<file path="config.mk">
export PLATFORM = sky130hd
export DESIGN_NAME = load_store_unit
export DESIGN_NICKNAME = d
export VERILOG_FILES = /design/src/rtl/load_store_unit.sv
export SDC_FILE = /design/constraint.sdc
export NUM_CORES = 1
export LEC_CHECK = 0
export CAP_MARGIN = 10
export CORE_UTILIZATION = 43
export CTS_CLUSTER_DIAMETER = 120
export DETAILED_ROUTE_END_ITERATION = 16
export GPL_TIMING_DRIVEN = 0
export HOLD_SLACK_MARGIN = 0.1
export PLACE_DENSITY = 0.89
export SYNTH_ARGS = -nofsm -noshare
export SYNTH_HDL_FRONTEND = slang
export SYNTH_SLANG_ARGS = --single-unit
export TNS_END_PERCENT = 100
</file>
<file path="constraint.sdc">
create_clock -name clk -period 1.7 [get_ports clk]
set_input_delay 0.17 -clock clk [delete_from_list [all_inputs] [get_ports clk]]
set_output_delay 0.17 -clock clk [all_outputs]
set_load 0.005 [all_outputs]
</file>
<file path="src/rtl/load_store_unit.sv">
// Load/store stage: execute-side request capture, data-memory req/ack handshake, store lane
// formatting and right-aligned load writeback. Define MISALIGN_TRAP_EN to trap misaligned accesses.
module load_store_unit #(
  parameter int ACK_TIMEOUT = 255,
  parameter int TO_W        = 8
) (
  input  logic        clk,
  input  logic        rst,
  input  logic        req_valid,
  input  logic        is_load,
  input  logic        is_store,
  input  logic [2:0]  funct3,
  input  logic [31:0] addr,
  input  logic [31:0] store_data,
  input  logic [4:0]  rd,
  output logic        busy,
  output logic        mem_req,
  output logic        mem_we,
  output logic [31:0] mem_addr,
  output logic [31:0] mem_wdata,
  output logic [3:0]  mem_wstrb,
  input  logic        mem_ack,
  input  logic [31:0] mem_rdata,
  output logic [4:0]  wb_addr,
  output logic [31:0] wb_data,
  output logic [2:0]  wb_sel,
  output logic        bus_err,
  output logic        misalign_err
);

  typedef enum logic [1:0] {IDLE = 2'b00, REQ = 2'b01, WB = 2'b10} state_t;

  localparam int              TO_LAST_I = (ACK_TIMEOUT > 0) ? ACK_TIMEOUT - 1 : 0;
  localparam logic [TO_W-1:0] TO_LAST   = TO_W'(TO_LAST_I);
  localparam logic            TO_EN     = (ACK_TIMEOUT > 0);

  function automatic logic f3_ok(input logic ld, input logic [2:0] f3);
    logic v;
    v = 1'b0;
    if (ld) begin
      case (f3)
        3'b000, 3'b001, 3'b010, 3'b100, 3'b101: v = 1'b1;
        default:                                v = 1'b0;
      endcase
    end else begin
      case (f3)
        3'b000, 3'b001, 3'b010: v = 1'b1;
        default:                v = 1'b0;
      endcase
    end
    return v;
  endfunction

  function automatic logic [2:0] sel_code(input logic [2:0] f3);
    logic [2:0] c;
    case (f3)
      3'b000:  c = 3'd2;
      3'b001:  c = 3'd3;
      3'b010:  c = 3'd1;
      3'b100:  c = 3'd4;
      3'b101:  c = 3'd5;
      default: c = 3'd0;
    endcase
    return c;
  endfunction

  // Byte offset actually honoured: halves drop addr[0], words drop both low bits.
  function automatic logic [1:0] lane_off(input logic [2:0] f3, input logic [1:0] a);
    logic [1:0] o;
    case (f3[1:0])
      2'b00:   o = a;
      2'b01:   o = {a[1], 1'b0};
      default: o = 2'b00;
    endcase
    return o;
  endfunction

  function automatic logic [3:0] strobe(input logic [2:0] f3, input logic [1:0] a);
    logic [3:0] s;
    case (f3[1:0])
      2'b00:   s = 4'b0001 << a;
      2'b01:   s = 4'b0011 << {a[1], 1'b0};
      default: s = 4'b1111;
    endcase
    return s;
  endfunction

  function automatic logic [31:0] lane_data(input logic [2:0] f3, input logic [31:0] sd);
    logic [31:0] d;
    case (f3[1:0])
      2'b00:   d = {4{sd[7:0]}};
      2'b01:   d = {2{sd[15:0]}};
      default: d = sd;
    endcase
    return d;
  endfunction

  state_t          state_r, next_s;
  logic            ld_r;
  logic [2:0]      f3_r;
  logic [4:0]      rd_r;
  logic [1:0]      off_r;
  logic [TO_W-1:0] cnt_r;
  logic            busy_r, mem_req_r, mem_we_r, bus_err_r, misalign_err_r;
  logic [31:0]     mem_addr_r, mem_wdata_r, wb_data_r;
  logic [3:0]      mem_wstrb_r;
  logic [4:0]      wb_addr_r;
  logic [2:0]      wb_sel_r;
  logic            take_s, misal_s, start_s, trap_s, ack_s, timeout_s;

  // Request qualification and next-state decode.
  always_comb begin
    next_s    = state_r;
    take_s    = 1'b0;
    misal_s   = 1'b0;
    start_s   = 1'b0;
    trap_s    = 1'b0;
    ack_s     = 1'b0;
    timeout_s = 1'b0;
    if (state_r == IDLE) begin
      take_s = req_valid & (is_load | is_store) & f3_ok(is_load, funct3);
    end else begin
      take_s = 1'b0;
    end
`ifdef MISALIGN_TRAP_EN
    misal_s = ((funct3[1:0] == 2'b01) & addr[0]) | ((funct3[1:0] == 2'b10) & (addr[1:0] != 2'b00));
`else
    misal_s = 1'b0;
`endif
    start_s = take_s & ~misal_s;
    trap_s  = take_s & misal_s;
    if (state_r == REQ) begin
      ack_s     = mem_ack;
      timeout_s = ~mem_ack & TO_EN & (cnt_r == TO_LAST);
    end else begin
      ack_s     = 1'b0;
      timeout_s = 1'b0;
    end
    case (state_r)
      IDLE: next_s = start_s ? REQ : IDLE;
      REQ: begin
        if (ack_s) begin
          next_s = ld_r ? WB : IDLE;
        end else if (timeout_s) begin
          next_s = IDLE;
        end else begin
          next_s = REQ;
        end
      end
      WB:      next_s = IDLE;
      default: next_s = IDLE;
    endcase
  end

  // State, captured request fields, timeout counter and all registered outputs.
  always_ff @(posedge clk or negedge rst) begin
    if (!rst) begin
      state_r        <= IDLE;
      ld_r           <= 1'b0;
      f3_r           <= 3'd0;
      rd_r           <= 5'd0;
      off_r          <= 2'd0;
      cnt_r          <= '0;
      busy_r         <= 1'b0;
      mem_req_r      <= 1'b0;
      mem_we_r       <= 1'b0;
      mem_addr_r     <= 32'd0;
      mem_wdata_r    <= 32'd0;
      mem_wstrb_r    <= 4'd0;
      wb_addr_r      <= 5'd0;
      wb_data_r      <= 32'd0;
      wb_sel_r       <= 3'd0;
      bus_err_r      <= 1'b0;
      misalign_err_r <= 1'b0;
    end else begin
      state_r        <= next_s;
      busy_r         <= (next_s != IDLE);
      mem_req_r      <= (next_s == REQ);
      bus_err_r      <= timeout_s;
      misalign_err_r <= trap_s;
      if (start_s) begin
        ld_r        <= is_load;
        f3_r        <= funct3;
        rd_r        <= rd;
        off_r       <= lane_off(funct3, addr[1:0]);
        cnt_r       <= '0;
        mem_we_r    <= is_store;
        mem_addr_r  <= {addr[31:2], 2'b00};
        mem_wstrb_r <= is_store ? strobe(funct3, addr[1:0]) : 4'd0;
        mem_wdata_r <= is_store ? lane_data(funct3, store_data) : 32'd0;
      end else if (next_s != REQ) begin
        mem_we_r    <= 1'b0;
        mem_addr_r  <= 32'd0;
        mem_wstrb_r <= 4'd0;
        mem_wdata_r <= 32'd0;
      end else if (TO_EN) begin
        cnt_r <= cnt_r + TO_W'(1);
      end
      // Writeback fields exist only in the WB cycle; x0 is suppressed here.
      if (ack_s && ld_r) begin
        wb_sel_r  <= (rd_r == 5'd0) ? 3'd0 : sel_code(f3_r);
        wb_addr_r <= rd_r;
        wb_data_r <= mem_rdata >> {off_r, 3'b000};
      end else begin
        wb_sel_r  <= 3'd0;
        wb_addr_r <= 5'd0;
        wb_data_r <= 32'd0;
      end
    end
  end

  assign busy         = busy_r;
  assign mem_req      = mem_req_r;
  assign mem_we       = mem_we_r;
  assign mem_addr     = mem_addr_r;
  assign mem_wdata    = mem_wdata_r;
  assign mem_wstrb    = mem_wstrb_r;
  assign wb_addr      = wb_addr_r;
  assign wb_data      = wb_data_r;
  assign wb_sel       = wb_sel_r;
  assign bus_err      = bus_err_r;
  assign misalign_err = misalign_err_r;

endmodule

</file>
==> impl_metrics.json, run 1 <==
{
  "io_pins": 223,
  "crit_end": "mem_addr[20]",
  "post-route-min-period_ns": 1.74,
  "hold_ws_ns": 0.283,
  "h-tree-depth": 4,
  "die_w_microns": 115,
  "synth_top_cell_by_area": "dfrtp_1",
  "layout_common_cells": "clkdlybuf4s50_1 (217), dfrtp_1 (131), mux2i_1 (42), nor2_1 (39), a22o_1 (39)",
  "final_core_util_pct": 72.1,
  "yosysTopAreaCellShare_pct": 59.6,
  "worstSetupStartpointType": "flop",
  "tightest_slew_ns": 0.712,
  "vias": 4951,
  "clk_pin_slew_worst_paths_ns": 0.05,
  "grt_use_met2_pct": 44.7,
  "critical_path_class": "flop to flop",
  "worstPathMaxFanout": 10,
  "grt_start_max_net_pins": 71,
  "synth_edf_count": 0,
  "syn_inst": 491,
  "dpl_worst_slack_ns": -0.266,
  "cts_tree": "built",
  "n_antenna_cell": 0,
  "ctsLongestPathBuffers": 2,
  "max_cap_violations": 0,
  "synth_area_sq_um": 5500,
  "initial_core_util_pct": 44.9,
  "ys_ff_latch": 131,
  "ff2ff_path_depth": 7,
  "core_area_sq_um": 12300,
  "synth_flop_cell": "dfrtp_1",
  "grt_pass1_wl_mm": 26.1,
  "yosysSeqAreaShare_pct": 59.6,
  "yosysWarnings": 0,
  "seq_area_sq_um": 3280,
  "cts_sinks": 131,
  "crit_path_end_kind": "flop",
  "clockRootBuffer": "clkbuf_16",
  "post_drt_via_cell_ratio": 5.38,
  "clock_latency_ns": 0.42,
  "relSlewSlack_pct": 52.5,
  "hold_path_class": "input port to flop",
  "synthDistinctLibCells": 42,
  "reg2reg_to": "mem_addr[20]",
  "use_met1_pct": 29.1,
  "final_layout_size_suffix_gt1_share_pct": 14.2,
  "r2r_slack_ns": -0.04,
  "final_common_cell": "clkdlybuf4s50_1",
  "grt.busiest_layer": "met2",
  "fmax_mhz": 574,
  "first_iter_violations": 294,
  "grtUsageMet3_pct": 8.54,
  "post-dp-hpwl_mm": 12.1,
  "rows": 40,
  "synth_area_per_cell_sq_um": 11.2,
  "ant_nets": 0,
  "area_growth_pct": 60.8,
  "setup_violations": 41,
  "synth.area.top_cells": "dfrtp_1 (60%), mux2i_1 (7.6%), a22o_1 (6.2%), nand2_1 (3.9%), nor2_1 (2.7%)",
  "fin_area_sq_um": 8840,
  "synthArstFlopShare_pct": 100,
  "layout_setup_ws_ns": -0.0422,
  "wirelength_mm": 17.1,
  "rsz0062_at_grt": "true",
  "die_y_microns": 115,
  "drv_slew": 0,
  "skew_ns": 0.00840,
  "multi_input_area_sq_um": 2140,
  "place_congestion": 0.893,
  "worstSetupStartpoint": "cnt_r[0]",
  "grt_util_all_layers_pct": 26.2,
  "drc": 0,
  "r2r_start": "cnt_r[0]",
  "fin_nets": 852,
  "place_area_sq_um": 7930,
  "arrival_ns": 2.04,
  "die-area_sq_um": 13200,
  "nFillCells": 824,
  "p_leak_nw": 4.02,
  "drt_pass1_iterations": 6,
  "ir_drop_mv": 0.702,
  "power_density_nw_per_um2": 1020,
  "min_period_over_period_pct": 102,
  "port_buffers": 218,
  "finalSetupTns_ns": -0.536,
  "status": "finished, violations left",
  "wl_per_cell_microns": 18.6,
  "cts_buffers": 17,
  "gr-total-overflow": 0,
  "antenna_found_initial": 0,
  "hold_viol_final": 0,
  "grt_pass1_vias": 5119,
  "cp.required_ns": 1.99,
  "violations": "negative setup slack"
}
per-stage QoR:
stage	total power [mW]	instances
floorplan	4.22	493
global placement	5.03	879
detailed placement	5.10	880
CTS	8.96	915
global route	9.38	921
finish	9.03	921
how the worst min path moves through the flow:
stage | startpoint | end | slack (ns) | depth (start not counted)
global placement | f3_r[1] | wb_sel[1] | 0.44 | 1
CTS | funct3[1] | off_r[0] | 0.27 | 4
detailed placement | rst | wb_data[13] | 0.19 | 1
global route | funct3[1] | off_r[0] | 0.31 | 4
finish | funct3[1] | off_r[0] | 0.28 | 4
floorplan | rst | bus_err | -0.13 | 0
registers in the layout, summed over array words and instances, names as in the netlist, 2 cells and up:
| name | flops |
|---|---|
| f3_r | 3 |
| mem_addr | 30 |
| off_r | 2 |
| state_r | 2 |
| wb_sel | 3 |
| wb_addr | 5 |
| mem_wstrb | 4 |
| rd_r | 5 |
| wb_data | 32 |
| cnt_r | 8 |
| mem_wdata | 32 |
cells in the mapped netlist (3+ instances only):
cell	number
and3_1	5
a211oi_1	16
dfrtp_1	131
nand2_1	57
buf_1	3
a22o_1	39
buf_2	16
buf_4	5
nor3_1	6
nor2_1	40
and2_1	13
o21ai_0	24
clkbuf_1	9
nand3_1	7
a21oi_1	21
nor2b_1	10
o21ai_1	9
buf_6	3
inv_1	8
mux2i_1	42
cells by family (layout without fill, tap and decap cells):
family / count (synthesis) / after routing / synth area share, %
AND/OR/NAND/NOR: 151 / 151 / 13.1
flip-flops: 131 / 131 / 59.6
AO/OA/AOI/OAI: 120 / 120 / 15.1
buffers and inverters: 44 / 304 / 4.12
multiplexers: 42 / 42 / 7.64
adder cells (fa/ha/maj): 2 / 2 / 0.455
other: 1 / 3 / 0.0682
layer usage:
layer,wire length [microns],share of wire (%)
met3,1510,8.8
met4,590,3.4
met1,6420,38
met2,8590,50
met5,0,0
where the power goes:
part	switching, mW	internal (mW)	total, mW
sequential	0.155	3.36	3.52
clock	1.33	2.45	3.78
combinational	0.823	0.911	1.73
total	2.30	6.73	9.03
what timing repair did:
action,in CTS,in global routing
setup endpoints to repair,82,74
resized for setup,19,50
buffers inserted,2,2
hold endpoints to repair,61,0
pin swaps,1,21
gates cloned,0,4
hold buffers,1,0
cell type report:
type | count | share of cell area, %
Clock inverter | 9 | 1.43
Multi-Input combinational cell | 318 | 24.2
Tap cell | 168 | 2.38
Buffer | 36 | 2.62
Sequential cell | 131 | 37.1
Timing Repair Buffer | 228 | 26.4
Clock buffer | 23 | 5.52
Inverter | 8 | 0.340
worst max-delay path, cell delays in order (launching register included):
cell and delay (ns):
dfrtp_1 0.38, inv_1 0.07, ha_2 0.18, nand4_1 0.15
o21a_1 0.27, buf_6 0.15, buf_4 0.17, a22o_1 0.26
(Power assumes the default switching activity.)
==> inputs of run 2 (changes only) <==
SKIP_CTS_REPAIR_TIMING = 1   (was default)
==> run 2 against run 1 <==
Against the previous run:
- the run still ends with negative setup slack left
- die area did not move
- via count fell by 0.65%
- clock power barely moved
- wire length fell by 0.40%
- register-to-register slack got worse by 0.04 ns
- sequential share of layout area rose by 0.18 points
- power fell by 0.11%
- sequential power barely moved
- critical path type unchanged
- critical endpoint is now mem_wdata[10]
==> impl_metrics.json, run 2 (same netlist as run 1, synthesis figures left out) <==
{
  "clock_latency_ns": 0.42,
  "place_congestion": 0.893,
  "port_buffers": 218,
  "critical_path_class": "flop to flop",
  "ir_drop_mv": 0.696,
  "worstPathMaxFanout": 7,
  "first_iter_violations": 344,
  "grt_start_max_net_pins": 71,
  "wl_per_cell_microns": 18.5,
  "cpMaxStageDelayCell": "dfrtp_2",
  "finalPower_mw": 9.02,
  "fin_area_sq_um": 8800,
  "cp.required_ns": 1.97,
  "status": "finished, violations left",
  "min_period_over_period_pct": 105,
  "hold_path_class": "input port to flop",
  "post_drt_via_cell_ratio": 5.34,
  "ctsLongestPathBuffers": 2,
  "core_area_sq_um": 12300,
  "violations": "negative setup slack",
  "p_leak_nw": 3.98,
  "cts_tree": "built",
  "die-area_sq_um": 13200,
  "vias": 4919,
  "hold_ws_ns": 0.280,
  "ant_nets": 0,
  "final_core_util_pct": 71.8,
  "initial_core_util_pct": 44.9,
  "crit_family": "buffers and inverters",
  "layout_common_cells": "clkdlybuf4s50_1 (217), dfrtp_1 (130), nand2_1 (52), mux2i_1 (42), nor2_1 (40)",
  "critPathBufInv": 4,
  "grt_util_all_layers_pct": 26.1,
  "power_density_nw_per_um2": 1020,
  "post-dp-hpwl_mm": 12.1,
  "crit_path_cell_trace": "inv_2 > ha_4 > nand4_1 > o21a_1 > buf_6 > buf_12 > clkbuf_16 > nand2_1 > o21ai_0",
  "grt_pass1_wl_mm": 26.0,
  "wirelength_mm": 17.0,
  "final_layout_size_suffix_gt1_share_pct": 11.3,
  "cts_sinks": 131,
  "skew_ns": 0.00818,
  "arrival_ns": 2.05,
  "tightest_slew_ns": 0.675,
  "rows": 40,
  "critPathMaxStageDelay_ns": 0.40,
  "drc": 0,
  "die_w_microns": 115,
  "relSlewSlack_pct": 55.0,
  "final_common_cell": "clkdlybuf4s50_1",
  "fin_nets": 853,
  "place_area_sq_um": 7930,
  "clk_pin_slew_worst_paths_ns": 0.05,
  "clockRootBuffer": "clkbuf_16",
  "grt_pass1_vias": 5102,
  "gr-total-overflow": 0,
  "dpl_worst_slack_ns": -0.266,
  "area_growth_pct": 60.1,
  "max_cap_violations": 0,
  "n_antenna_cell": 0,
  "h-tree-depth": 4,
  "rsz0062_at_grt": "true",
  "fmax_mhz": 562,
  "die_y_microns": 115,
  "finalSetupTns_ns": -0.999,
  "cts_buffers": 17,
  "io_pins": 223,
  "layout_setup_ws_ns": -0.0805,
  "antenna_found_initial": 0,
  "worstSetupStartpointType": "flop",
  "dp.cells": 880,
  "crit_path_end_kind": "flop",
  "setup_violations": 27,
  "hold_viol_final": 0,
  "drv_slew": 0,
  "post-route-min-period_ns": 1.78,
  "drt_pass1_iterations": 5,
  "fin_cells": 922
}
run 2: changes by cell type in the layout (fill, tap and decap cells not counted), sizes merged:
cell,change
buf,-3
clkbuf,+4
run 2: routing by layer:
metal | global-route usage (%) | vias up | share of wire [%]
met2 | 44.2 | 262 | 50
li1 | - | 2221 | -
met1 | 29.0 | 2394 | 38
met3 | 8.59 | 42 | 8.6
met4 | 14.3 | 0 | 3.1
met5 | 0 | - | 0
run 2: area by class of cell:
class                           count  area (sq um)
Buffer                             36           255
Clock buffer                       23           488
Clock inverter                      9           126
Fill cell                         847          3460
Inverter                            8          30.0
Multi-Input combinational cell    318          2040
Sequential cell                   131          3280
Tap cell                          168           210
Timing Repair Buffer              229          2380
run 2: final timing paths:
| path | startpoint | to | slack, ns | cells after the start |
|---|---|---|---|---|
| setup / recovery | cnt_r[0] | mem_wdata[10] | -0.08 | 9 |
| hold / removal | funct3[1] | off_r[0] | 0.28 | 4 |
| setup reg to reg | cnt_r[0] | mem_wdata[10] | -0.08 | 9 |
| hold reg to reg | f3_r[1] | wb_sel[1] | 0.46 | 1 |
| max in group asynchronous | rst | cnt_r[0] | 0.65 | 3 |
| min in group asynchronous | rst | wb_data[13] | 0.32 | 2 |
run 2: report_power, final:
part	internal (mW)	switching, mW	total (mW)
clock	2.45	1.32	3.77
sequential	3.36	0.152	3.51
combinational	0.928	0.806	1.73
run 2: worst min-delay path: cells and delay by family:
kind                   cells  cell delay [ns]
buffers and inverters      1             0.14
and+or+nand+nor            3             0.34
==> inputs of run 3 (changes only) <==
ABC_AREA = 1   (was default)
CORE_UTILIZATION = 44   (was 43)
TNS_END_PERCENT = 20   (was 100)
==> run 3 against run 2 <==
Against the previous run:
- the flow now finishes without violations
- first-iteration DRC count up 18%
- sequential power is 1% lower
- cell count grew 21%
- setup slack better by 0.21 ns
- flip-flop and latch count is the same
- wire length up 1.9%
- clock-buffer cell count shrank 4
- synthesized cell count rose by 41%
- power rose by 0.50%
- synthesized area increased by 6.2%
- fmax is 13% higher
- highest routed layer unchanged
==> impl_metrics.json, run 3 <==
{
  "hold-path-cell-count": 3,
  "status": "finished clean",
  "grt_pass1_vias": 5218,
  "synthMuxAreaShare_pct": 0,
  "nFillCells": 955,
  "grt_util_all_layers_pct": 24.9,
  "skew_ns": 0.0111,
  "syn_inst": 692,
  "rsz0062_at_grt": "false",
  "synth_xor_area_share_pct": 0.150,
  "drv_slew": 0,
  "synth_area_sq_um": 5840,
  "antenna_found_initial": 0,
  "yosys.area_share.simple_pct": 29.1,
  "synth_fa_ha_area_share_pct": 0.429,
  "final_layout_size_suffix_gt1_share_pct": 10.1,
  "layout_common_cells": "nand2_1 (284), clkdlybuf4s50_1 (217), dfrtp_1 (131), nand3_1 (55)",
  "vias": 5619,
  "crit_path_end_kind": "flop",
  "cts_buffers": 17,
  "p_leak_nw": 4.39,
  "ff2ff_path_depth": 9,
  "worstSetupStartpointType": "flop",
  "core_area_sq_um": 12800,
  "cts_tree": "built",
  "synthDistinctLibCells": 30,
  "critical_path_class": "flop to flop",
  "h-tree-depth": 4,
  "synth.area.top_cells": "dfrtp_1 (56%), nand2_1 (18%), nand3_1 (4.8%), o21ai_0 (3.0%), inv_1 (2.2%)",
  "drt_pass1_iterations": 5,
  "power_density_nw_per_um2": 1010,
  "ir_drop_mv": 0.644,
  "ys_ff_latch": 131,
  "grt_start_max_net_pins": 101,
  "yosysWarnings": 0,
  "drc": 0,
  "min_to": "mem_wdata[25]",
  "cp.required_ns": 2.04,
  "fmax_mhz": 637,
  "multi_input_area_sq_um": 2180,
  "hold_path_class": "input port to flop",
  "wirelength_mm": 17.4,
  "r2r_start": "cnt_r[0]",
  "io_pins": 223,
  "clock_latency_ns": 0.41,
  "rows": 41,
  "relSlewSlack_pct": 64.3,
  "yosys-top-cells-count": "nand2_1 (284), dfrtp_1 (131), nand3_1 (56), inv_1 (35), o21ai_0 (35)",
  "yosysTopAreaCellShare_pct": 56.1,
  "tightest_slew_ns": 0.535,
  "reg2reg_to": "mem_wstrb[3]",
  "max_cap_violations": 0,
  "n_antenna_cell": 0,
  "place_congestion": 0.906,
  "fin_nets": 1045,
  "cts_sinks": 131,
  "seq_area_sq_um": 3280,
  "post_drt_via_cell_ratio": 5.03,
  "synth_compound_area_share_pct": 7.44,
  "die-area_sq_um": 13700,
  "post-dp-hpwl_mm": 12.3,
  "final_common_cell": "nand2_1",
  "synth_edf_count": 0,
  "synth_top_cell_by_area": "dfrtp_1",
  "worstPathMaxFanout": 10,
  "synth_top_family_by_area": "simple AND/OR/NAND/NOR gates",
  "die_w_microns": 117,
  "grt_pass1_wl_mm": 25.7,
  "first_iter_violations": 407,
  "ctsLongestPathBuffers": 2,
  "hold_viol_final": 0,
  "wl_per_cell_microns": 15.5,
  "layout_setup_ws_ns": 0.130,
  "arrival_ns": 1.91,
  "area_growth_pct": 53.2,
  "synth_area_per_cell_sq_um": 8.44,
  "post-route-min-period_ns": 1.57,
  "synth_flop_cell": "dfrtp_1",
  "setup_violations": 0,
  "die_y_microns": 117,
  "gr-total-overflow": 0,
  "yosysSeqAreaShare_pct": 56.1,
  "synth_most_common_cell": "nand2_1",
  "finalPower_mw": 9.07,
  "clk_pin_slew_worst_paths_ns": 0.06,
  "hp-start": "is_store",
  "synthArstFlopShare_pct": 100,
  "min_period_over_period_pct": 92.3,
  "clockRootBuffer": "clkbuf_16",
  "dpl_worst_slack_ns": -0.231,
  "r2r_slack_ns": 0.13,
  "ant_nets": 0,
  "port_buffers": 218,
  "initial_core_util_pct": 45.7
}
-- run 3: cell count changes after synthesis, sizes merged, moves of 6 or more --
| cell | before | now |
|---|---|---|
| nand2 | 57 | 285 |
| nand3 | 7 | 57 |
| mux2i | 42 | 0 |
| a22o | 39 | 0 |
| inv | 8 | 38 |
| or2 | 0 | 19 |
| nor2 | 43 | 25 |
| and2 | 13 | 0 |
| nor2b | 10 | 0 |
| a211oi | 16 | 8 |
| o211a | 0 | 8 |
| buf | 27 | 33 |
| nor3 | 6 | 12 |
| o21ai | 34 | 40 |
-- run 3: through the flow --
| stage | cell area, sq um | util, % | hold slack [ns] | instances | TNS, ns |
|---|---|---|---|---|---|
| 6_report | 8940 | 70.0 | 0.0980 | 1117 | 0 |
| 5_1_grt | 8940 | 70.0 | 0.101 | 1117 | 0 |
| 4_1_cts | 8930 | 69.9 | -0.357 | 1116 | 0 |
| 3_5_place_dp | 8270 | 64.8 | 0.0736 | 1085 | -2.82 |
| 3_3_place_gp | 8240 | 64.5 | 0.461 | 1084 | -590.71 |
| 2_1_floorplan | 5850 | - | -0.126 | 694 | 0 |
-- run 3: cells by family (layout without fill, tap and decap cells) --
logic type	Yosys count	in the layout
simple gates	403	403
flops	131	131
xor+xnor	1	1
fa+ha+maj	2	2
compound gates	74	74
buf+inv	80	331
other cells	1	3
-- run 3: worst max path at each step --
| stage | from | cells after the start | slack [ns] | end |
|---|---|---|---|---|
| 6_report | cnt_r[0] | 9 | 0.13 | mem_wstrb[3] |
| 5_1_grt | off_r[1] | 5 | 0.01 | wb_data[4] |
| 4_1_cts | cnt_r[0] | 9 | 0.13 | mem_wstrb[3] |
| 3_5_place_dp | funct3[1] | 7 | -0.23 | mem_wdata[14] |
| 3_3_place_gp | rst | 1 | -4.50 | mem_wdata[19] |
| 2_1_floorplan | cnt_r[0] | 9 | 0.38 | mem_wstrb[3] |
-- run 3: area by class of cell --
type	instances	area share [%]
Sequential cell	131	36.7
Clock inverter	12	2.27
Clock buffer	19	5.06
Inverter	38	1.62
Multi-Input combinational cell	483	24.4
Tap cell	172	2.41
Buffer	42	2.73
Timing Repair Buffer	220	24.8
-- run 3: worst max-delay path, stage by stage, from the launching register on --
cell and delay [ns]:
dfrtp_1 0.35, inv_1 0.08, ha_1 0.22, nand2_1 0.07, nor2_1 0.05, a21oi_2 0.21, buf_6 0.22, buf_6 0.16
nand2_1 0.07, nand2_1 0.07
-- run 3: power by group --
group	internal, mW	total (mW)	switching (mW)
logic	0.734	1.58	0.843
clock network	2.68	4.02	1.34
registers	3.35	3.47	0.123
total	6.76	9.07	2.31
-- run 3: layer usage --
| layer | global-route usage [%] | wire, microns | part of all wire [%] | up-vias |
|---|---|---|---|---|
| li1 | - | - | - | 2680 |
| met1 | 30.4 | 7050 | 41 | 2623 |
| met2 | 43.3 | 8620 | 50 | 287 |
| met3 | 6.18 | 1370 | 7.9 | 29 |
| met4 | 8.10 | 319 | 1.8 | 0 |
| met5 | 0 | 0 | 0 | - |
